[src/rtl/pipe_ctrl_pkg.sv]
// Shared constants and types for the pipeline control unit.
// Stage indices, fence FSM encoding and the hazard control bundle.
package pipe_ctrl_pkg;

  localparam int IF_ID  = 0;
  localparam int ID_EX  = 1;
  localparam int EX_MEM = 2;
  localparam int MEM_WB = 3;

  typedef enum logic [1:0] {
    ST_IDLE   = 2'd0,
    ST_DRAIN  = 2'd1,
    ST_RETIRE = 2'd2
  } fence_st_e;

  typedef struct packed {
    logic       pc_stall;
    logic [3:0] stall;
    logic [3:0] flush;
  } hz_ctl_t;

endpackage

[src/rtl/pipe_ctrl_fence_drain_fsm.sv]
// FENCE drain sequencer: IDLE -> DRAIN (count down) -> RETIRE.
// Owns the drain counter and the fence_clr / fence_done pulses.
module fence_drain_fsm
  import pipe_ctrl_pkg::*;
#(
  parameter int DRAIN_CYCLES = 3
) (
  input  logic       clk,
  input  logic       rst_n,
  input  logic       start,
  input  logic       redirect,
  input  logic       mem_busy,
  output logic       draining,
  output logic       retiring,
  output logic [3:0] fence_clr,
  output logic       fence_done
);

  localparam int CW = $clog2(DRAIN_CYCLES + 1);

  fence_st_e     st, st_n;
  logic [CW-1:0] cnt, cnt_n;

  always_ff @(posedge clk or negedge rst_n) begin
    if (!rst_n) begin
      st  <= ST_IDLE;
      cnt <= '0;
    end else begin
      st  <= st_n;
      cnt <= cnt_n;
    end
  end

  // An older redirect kills the fence; mem_busy freezes everything.
  always_comb begin
    st_n       = st;
    cnt_n      = cnt;
    fence_clr  = '0;
    fence_done = 1'b0;
    if (redirect) begin
      st_n  = ST_IDLE;
      cnt_n = '0;
    end else if (!mem_busy) begin
      unique case (st)
        ST_IDLE: begin
          if (start) begin
            st_n  = ST_DRAIN;
            cnt_n = CW'(DRAIN_CYCLES);
          end
        end
        ST_DRAIN: begin
          if (cnt != '0) cnt_n = cnt - CW'(1);
          if (cnt <= CW'(1)) st_n = ST_RETIRE;
        end
        ST_RETIRE: begin
          fence_clr[IF_ID] = 1'b1;
          fence_done       = 1'b1;
          st_n             = ST_IDLE;
        end
        default: st_n = ST_IDLE;
      endcase
    end
  end

  assign draining = (st == ST_DRAIN);
  assign retiring = (st == ST_RETIRE);

endmodule

[src/rtl/pipe_ctrl.sv]
// Pipeline stall/flush arbitration for the 5-stage core.
// Optional stall-cycle counter: define PIPE_CTRL_PERF_EN.
module pipe_ctrl
  import pipe_ctrl_pkg::*;
#(
  parameter int DRAIN_CYCLES   = 3,
  parameter int REG_ADDR_WIDTH = 5
) (
  input  logic                      clk,
  input  logic                      rst_n,
  input  logic [REG_ADDR_WIDTH-1:0] id_rs1,
  input  logic [REG_ADDR_WIDTH-1:0] id_rs2,
  input  logic                      id_rs1_used,
  input  logic                      id_rs2_used,
  input  logic                      id_fence,
  input  logic [REG_ADDR_WIDTH-1:0] ex_rd,
  input  logic                      ex_mem_read,
  input  logic                      ex_redirect,
  input  logic                      mem_busy,
  input  logic                      if_busy,
  output logic                      pc_stall,
  output logic [3:0]                stall,
  output logic [3:0]                flush,
  output logic [3:0]                fence_clr,
  output logic                      fence_done,
  output logic [31:0]               stall_cycles
);

  logic    load_use;
  logic    draining;
  logic    retiring;
  logic    f_done;
  logic [3:0] f_clr;
  hz_ctl_t ctl;

  assign load_use = ex_mem_read && (ex_rd != '0) &&
                    ((id_rs1_used && (id_rs1 == ex_rd)) ||
                     (id_rs2_used && (id_rs2 == ex_rd)));

  fence_drain_fsm #(
    .DRAIN_CYCLES(DRAIN_CYCLES)
  ) u_fence (
    .clk       (clk),
    .rst_n     (rst_n),
    .start     (id_fence && !load_use),
    .redirect  (ex_redirect),
    .mem_busy  (mem_busy),
    .draining  (draining),
    .retiring  (retiring),
    .fence_clr (f_clr),
    .fence_done(f_done)
  );

  // Fence start, drain and load-use all hold IF and bubble ID/EX.
  always_comb begin
    ctl = '0;
    if (ex_redirect) begin
      ctl.flush[IF_ID] = 1'b1;
      ctl.flush[ID_EX] = 1'b1;
    end else if (mem_busy) begin
      ctl.stall    = '1;
      ctl.pc_stall = 1'b1;
    end else if (retiring) begin
      ctl = '0;
    end else if (draining || id_fence || load_use) begin
      ctl.pc_stall     = 1'b1;
      ctl.stall[IF_ID] = 1'b1;
      ctl.flush[ID_EX] = 1'b1;
    end else if (if_busy) begin
      ctl.pc_stall     = 1'b1;
      ctl.flush[IF_ID] = 1'b1;
    end
  end

  assign pc_stall   = rst_n & ctl.pc_stall;
  assign stall      = {4{rst_n}} & ctl.stall;
  assign flush      = {4{rst_n}} & ctl.flush;
  assign fence_clr  = {4{rst_n}} & f_clr;
  assign fence_done = rst_n & f_done;

`ifdef PIPE_CTRL_PERF_EN
  logic [31:0] perf_q;

  always_ff @(posedge clk or negedge rst_n) begin
    if (!rst_n)        perf_q <= '0;
    else if (pc_stall) perf_q <= perf_q + 32'd1;
  end

  assign stall_cycles = perf_q;
`else
  assign stall_cycles = '0;
`endif

endmodule

[config.mk]
export PLATFORM = sky130hd
export DESIGN_NAME = pipe_ctrl
export DESIGN_NICKNAME = d
export VERILOG_FILES = /design/src/rtl/pipe_ctrl_pkg.sv /design/src/rtl/pipe_ctrl_fence_drain_fsm.sv /design/src/rtl/pipe_ctrl.sv
export SDC_FILE = /design/constraint.sdc
export NUM_CORES = 1
export LEC_CHECK = 0
export CAP_MARGIN = 15
export CORE_MARGIN = 2
export CORE_UTILIZATION = 33
export DETAILED_ROUTE_END_ITERATION = 10
export PLACE_DENSITY = 0.78
export SLEW_MARGIN = 20
export SYNTH_ARGS = -nofsm -noshare
export SYNTH_HDL_FRONTEND = slang
export SYNTH_SLANG_ARGS = --single-unit
[constraint.sdc]
create_clock -name clk -period 2 [get_ports clk]
set_clock_uncertainty 0.2 [all_clocks]
set_input_delay 0.4 -clock clk [delete_from_list [all_inputs] [get_ports clk]]
set_output_delay 0.4 -clock clk [all_outputs]
set_load 0.005 [all_outputs]
-- Word-level counts from Yosys, hierarchy flattened
Cells that the tools add are included.
- bits in registers: 4
- input bits: 24
- logic and storage cells: 56
- output and inout bits: 46
- bitwise logic cells: 5
- multiplexer cells: 24
- eq/ne operators: 8
- add/sub/neg operators: 1
- reduce and logical (&&, ||, !) cells: 15
- order comparisons: 1
- operators by type and width (cell ; number):
    2-to-1 mux 2 bit ; 11
    == test 5 bit ; 2
    2-to-1 mux 1 bit ; 9
    inequality test 3 x 2 -> 1 bit, second input constant ; 3
    AND 4 bit ; 2
    case mux 2 bit (2 select lines) ; 2
    2-to-1 mux 7 bit ; 1
    logical AND 1 bit ; 5
    2-to-1 mux 5 bit ; 1
    nonzero test 5 bit ; 1
    AND 4 x 1 -> 4 bit ; 1
    AND reduction 4 bit ; 1
    logical OR 1 bit ; 3
    AND reduction 3 bit ; 1
    nonzero test 3 bit ; 1
    AND 1 bit ; 2
    == test 2 x 1 -> 1 bit, second input constant ; 1
    == test 2 bit, second input constant ; 1
    <= comparator 2 x 1 -> 1 bit, second input constant ; 1
    zero test 2 bit ; 1
    inequality test 2 bit, second input constant ; 1
    nonzero test 2 bit ; 1
    subtractor 2 x 1 -> 2 bit, second input constant ; 1
    zero test 1 bit ; 1

-- Depth between registers and ports, before layout
- word-level depth: 10
- depth in mapped cells: 7
- depth with buffers taken out: 7

-- Modules after synthesis
Synthesis repeated with hierarchy kept, for this count alone.
- cells, all modules: 108
- area, all modules: 849.6 um^2
- modules (own cells, without submodules) (module ; cells each ; times used ; area an instance (um^2) ; seq. area each (um^2)):
    pipe_ctrl ; 75 ; 1 ; 548.0 ; 0.0
    fence_drain_fsm ; 33 ; 1 ; 301.5 ; 100.1

-- Worst setup path before layout
No wires, ideal clock.
- kind: input port to output port
- start: input ex_rd[2]
- end: output stall[0]
- path buffers: 1
- slack: -69 ps
- arrival time: 1469 ps
- required time: 1400 ps
- cell stages on the path: 6
- cells stage by stage: xor2_1 -> nor4_2 -> a32oi_1 -> or2_1 -> buf_6 -> a31oi_1
- longest elaborated chain between the ends: 10
- elaborated cells on any way between the ends: 14
- those cells by class: eq/ne: 2; mux: 4; bitwise: 1; reduce/logical: 7
- RTL lines (what ; RTL line ; RTL):
    start, declared ; pipe_ctrl.sv:16 ; input logic [REG_ADDR_WIDTH-1:0] ex_rd,
    == test 5 bit (on tied branches) ; pipe_ctrl.sv:37, pipe_ctrl.sv:38 ;
    logical AND 1 bit (on tied branches) ; pipe_ctrl.sv:37, pipe_ctrl.sv:38 ;
    logical OR 1 bit ; pipe_ctrl.sv:37 ; ((id_rs1_used && (id_rs1 == ex_rd)) ||
    logical AND 1 bit (*) ; pipe_ctrl.sv:36 ; assign load_use = ex_mem_read && (ex_rd != '0) &&
    logical OR 1 bit (*) ; pipe_ctrl.sv:65 ; end else if (draining || id_fence || load_use) begin
    2-to-1 mux 1 bit (*) ; pipe_ctrl.sv:65 ;
    2-to-1 mux 1 bit (*) ; pipe_ctrl.sv:63 ; end else if (retiring) begin
    2-to-1 mux 5 bit (*) ; pipe_ctrl.sv:60 ; end else if (mem_busy) begin
    2-to-1 mux 7 bit (*) ; pipe_ctrl.sv:57 ; if (ex_redirect) begin
    AND 4 bit (*) ; pipe_ctrl.sv:76 ; assign stall = {4{rst_n}} & ctl.stall;
    end, declared ; pipe_ctrl.sv:22 ; output logic [3:0] stall,
Mark *: on every way between the ends. The rest lies on a longest branch, timed or not.

-- Final worst setup path
- start: input id_rs1[4]
- end: output pc_stall
- longest elaborated chain between the ends: 10
- RTL lines (what ; RTL line ; RTL):
    start, declared ; pipe_ctrl.sv:11 ; input logic [REG_ADDR_WIDTH-1:0] id_rs1,
    == test 5 bit ; pipe_ctrl.sv:37 ;
    logical AND 1 bit ; pipe_ctrl.sv:37 ;
    logical OR 1 bit ; pipe_ctrl.sv:37 ;
    logical AND 1 bit ; pipe_ctrl.sv:36 ;
    logical OR 1 bit ; pipe_ctrl.sv:65 ;
    2-to-1 mux 1 bit ; pipe_ctrl.sv:65 ;
    2-to-1 mux 1 bit ; pipe_ctrl.sv:63 ;
    2-to-1 mux 5 bit ; pipe_ctrl.sv:60 ;
    2-to-1 mux 7 bit ; pipe_ctrl.sv:57 ;
    AND 1 bit ; pipe_ctrl.sv:75 ; assign pc_stall = rst_n & ctl.pc_stall;
    end, declared ; pipe_ctrl.sv:21 ; output logic pc_stall,
No other way between the ends.

==> results.ini <==
[setup_path]
crit_path_max_incr_delay_ns = 0.29
path_cells = clkdlybuf4s15_1, xor2_1, nor4_2, a32oi_2, or2_4, buf_6, a31oi_4, buf_2
critical-path-slowest-cell = nor4_2
critical_path_class = in2out
crit_fanout = 3
startpoint_type = input pin
ff2ff_setup_slack_ns = 0.13
required_ns = 1.40
worstPathArrival_ns = 1.79
end_kind = output pin

[detailed_routing]
vias = 864
drt_iter0_markers = 4
wirelength_mm = 2.08
drtAntennaViolNets = 0
wl_per_cell_um = 10.5
via_per_inst = 4.36
drc = 0
drt_pre_antenna_iters = 4

[layout]
fillers = 256
drive_above_1_share_pct = 33.3
multiInputGateArea_um2 = 652
seqCellArea_um2 = 100
final_common_cell = conb_1
finalNonFillerCells = 198
fin_area_um2 = 1280
syn_to_final_growth_pct = 49.3
antenna_cells = 0
final_cell_mix = 37 x conb_1, 21 x buf_4, 11 x buf_2
nets = 196

[placement]
io_buffers = 32
dpl.cell_count = 188
placed_area_um2 = 1190
gp_congestion = 0.798
dp_slack_ns = -1.17
dp_hpwl_mm = 1.66

[clocking]
cts_buffers = 3
cts_tree = built
htreeDepth = 1
cts_buffer_depth = 2
clock-sinks = 4
path_clk_slew_ns = 0.04
hold_buffers = 0
cts-root-buf = clkbuf_4
clk_latency_ns = 0.23

[yosys]
ys_ff_latch = 4
syn-cell-area_um2 = 860
async_flop_share_pct = 100
synth-edff-count = 0
synth_cell_types = 34
yosys_warnings = 0
synth.avg_cell_area_um2 = 7.35
netlist_instances = 117
ys_seq_area_share_pct = 11.6
synth_ff_type = dfrtp_1

[sta]
max_freq_mhz = 418
drv_slew = 0
hold_viol_final = 0
fin_tns_setup_ns = -1.36
setup_viol = 4
worst_slew_pin_slew_ns = 0.612
rsz0062_at_grt = true
worst_slack_ns = -0.394
relSlewSlack_pct = 58.8
min_period_ns = 2.39
period_share_pct = 120

[pwr]
cellLeakagePower_nw = 0.674
p_total_mw = 0.437
p_per_area_nw_per_um2 = 340
ir_drop_uv = 196

[global_route]
grt_max_degree = 9
grt_pass1_wl_mm = 2.86
grt_busiest_layer = met2
use_met3_pct = 1.61
grt_overflow = 0
track_usage_pct = 13.1
grt_pass1_vias = 728
met2_usage_pct = 28.8
grt.met1_usage_pct = 11.5
antenna_found_initial = 0

[floorplan]
die_w_um = 55.0
initial_core_util_pct = 34.7
dieArea_um2 = 3030
rows = 18
coreArea_um2 = 2480
dieHeight_um = 55.0
ios = 70

[worst_hold_path]
hp-class = in2async

[run_status]
violations = negative setup slack
status = complete, but fails checks

[run]
drv_cap = 0

[final timing paths]
kind,startpoint,end,cells past startpoint
min in group clk,u_fence.cnt[0],u_fence.cnt[0],2
worst max-delay path,id_rs1[4],pc_stall,8
worst max register to register,u_fence.cnt[0],u_fence.cnt[1],7
worst min-delay path,rst_n,u_fence.cnt[0],2
max in group asynchronous,rst_n,u_fence.st[1],2
worst min register to register,u_fence.cnt[0],u_fence.cnt[0],2
[stage by stage]
stage                     hold WS, ns  util, %
final                          0.0119     51.8
after global routing           0.0233     51.8
after CTS                      0.0111     51.3
after detailed placement        0.443     47.9
after global placement          0.385     47.9
after floorplan               -0.0956        -
[cells by family (layout without fill, tap and decap cells)]
group	after synthesis	after routing	share of synthesized area [%]
buffers and inverters	50	65	40.2
AND/OR/NAND/NOR	25	25	16.0
AO/OA/AOI/OAI	23	23	16.3
XOR/XNOR	10	10	10.2
flip-flops	4	4	11.6
adder cells (fa/ha/maj)	2	2	2.91
multiplexers	2	2	2.33
other	1	37	0.436
[layer usage]
layer	up-vias	routed length, um
met3	2	209
met5	-	0
met2	49	1180
met1	395	675
li1	418	-
met4	0	13
[critical path: cells and delay by family]
kind                      cells  cell delay, ns
AOI/OAI and AO/OA             2            0.23
and+or+nand+nor               2            0.57
xor gates and xnor gates      1            0.16
buffers and inverters         3            0.43
[power breakdown]
part / switching [mW] / internal (mW)
Combinational: 0.119 / 0.120
Clock: 0.0324 / 0.0671
Sequential: 0.00863 / 0.0899
[state kept, by name, indices dropped and copies added (netlist names)]
signal,cells
u_fence.st,2
u_fence.cnt,2
[final cells by class]
| cell class | count | area share (%) |
|---|---|---|
| multi-input cells | 99 | 50.8 |
| repair buffers | 56 | 35.0 |
| flip-flops and latches | 4 | 7.80 |
| well taps | 30 | 2.92 |
| clock buffers | 3 | 1.75 |
| inverters | 6 | 1.75 |
[Yosys cell counts (all sizes together) (3+ instances only)]
cell | n | share of area (%)
buf | 41 | 36
o21ai | 9 | 5.2
xor2 | 8 | 8.2
inv | 6 | 2.6
nor2 | 6 | 2.6
a21oi | 4 | 2.3
a31oi | 4 | 2.9
dfrtp | 4 | 12
nand2 | 4 | 1.7
and2 | 3 | 2.2
clkbuf | 3 | 1.3
[what timing repair did]
item,CTS,global route
buffers inserted,7,1
setup endpoints to repair,12,7
pin swaps,17,4
resized for setup,93,10
(Power assumes the default switching activity.)
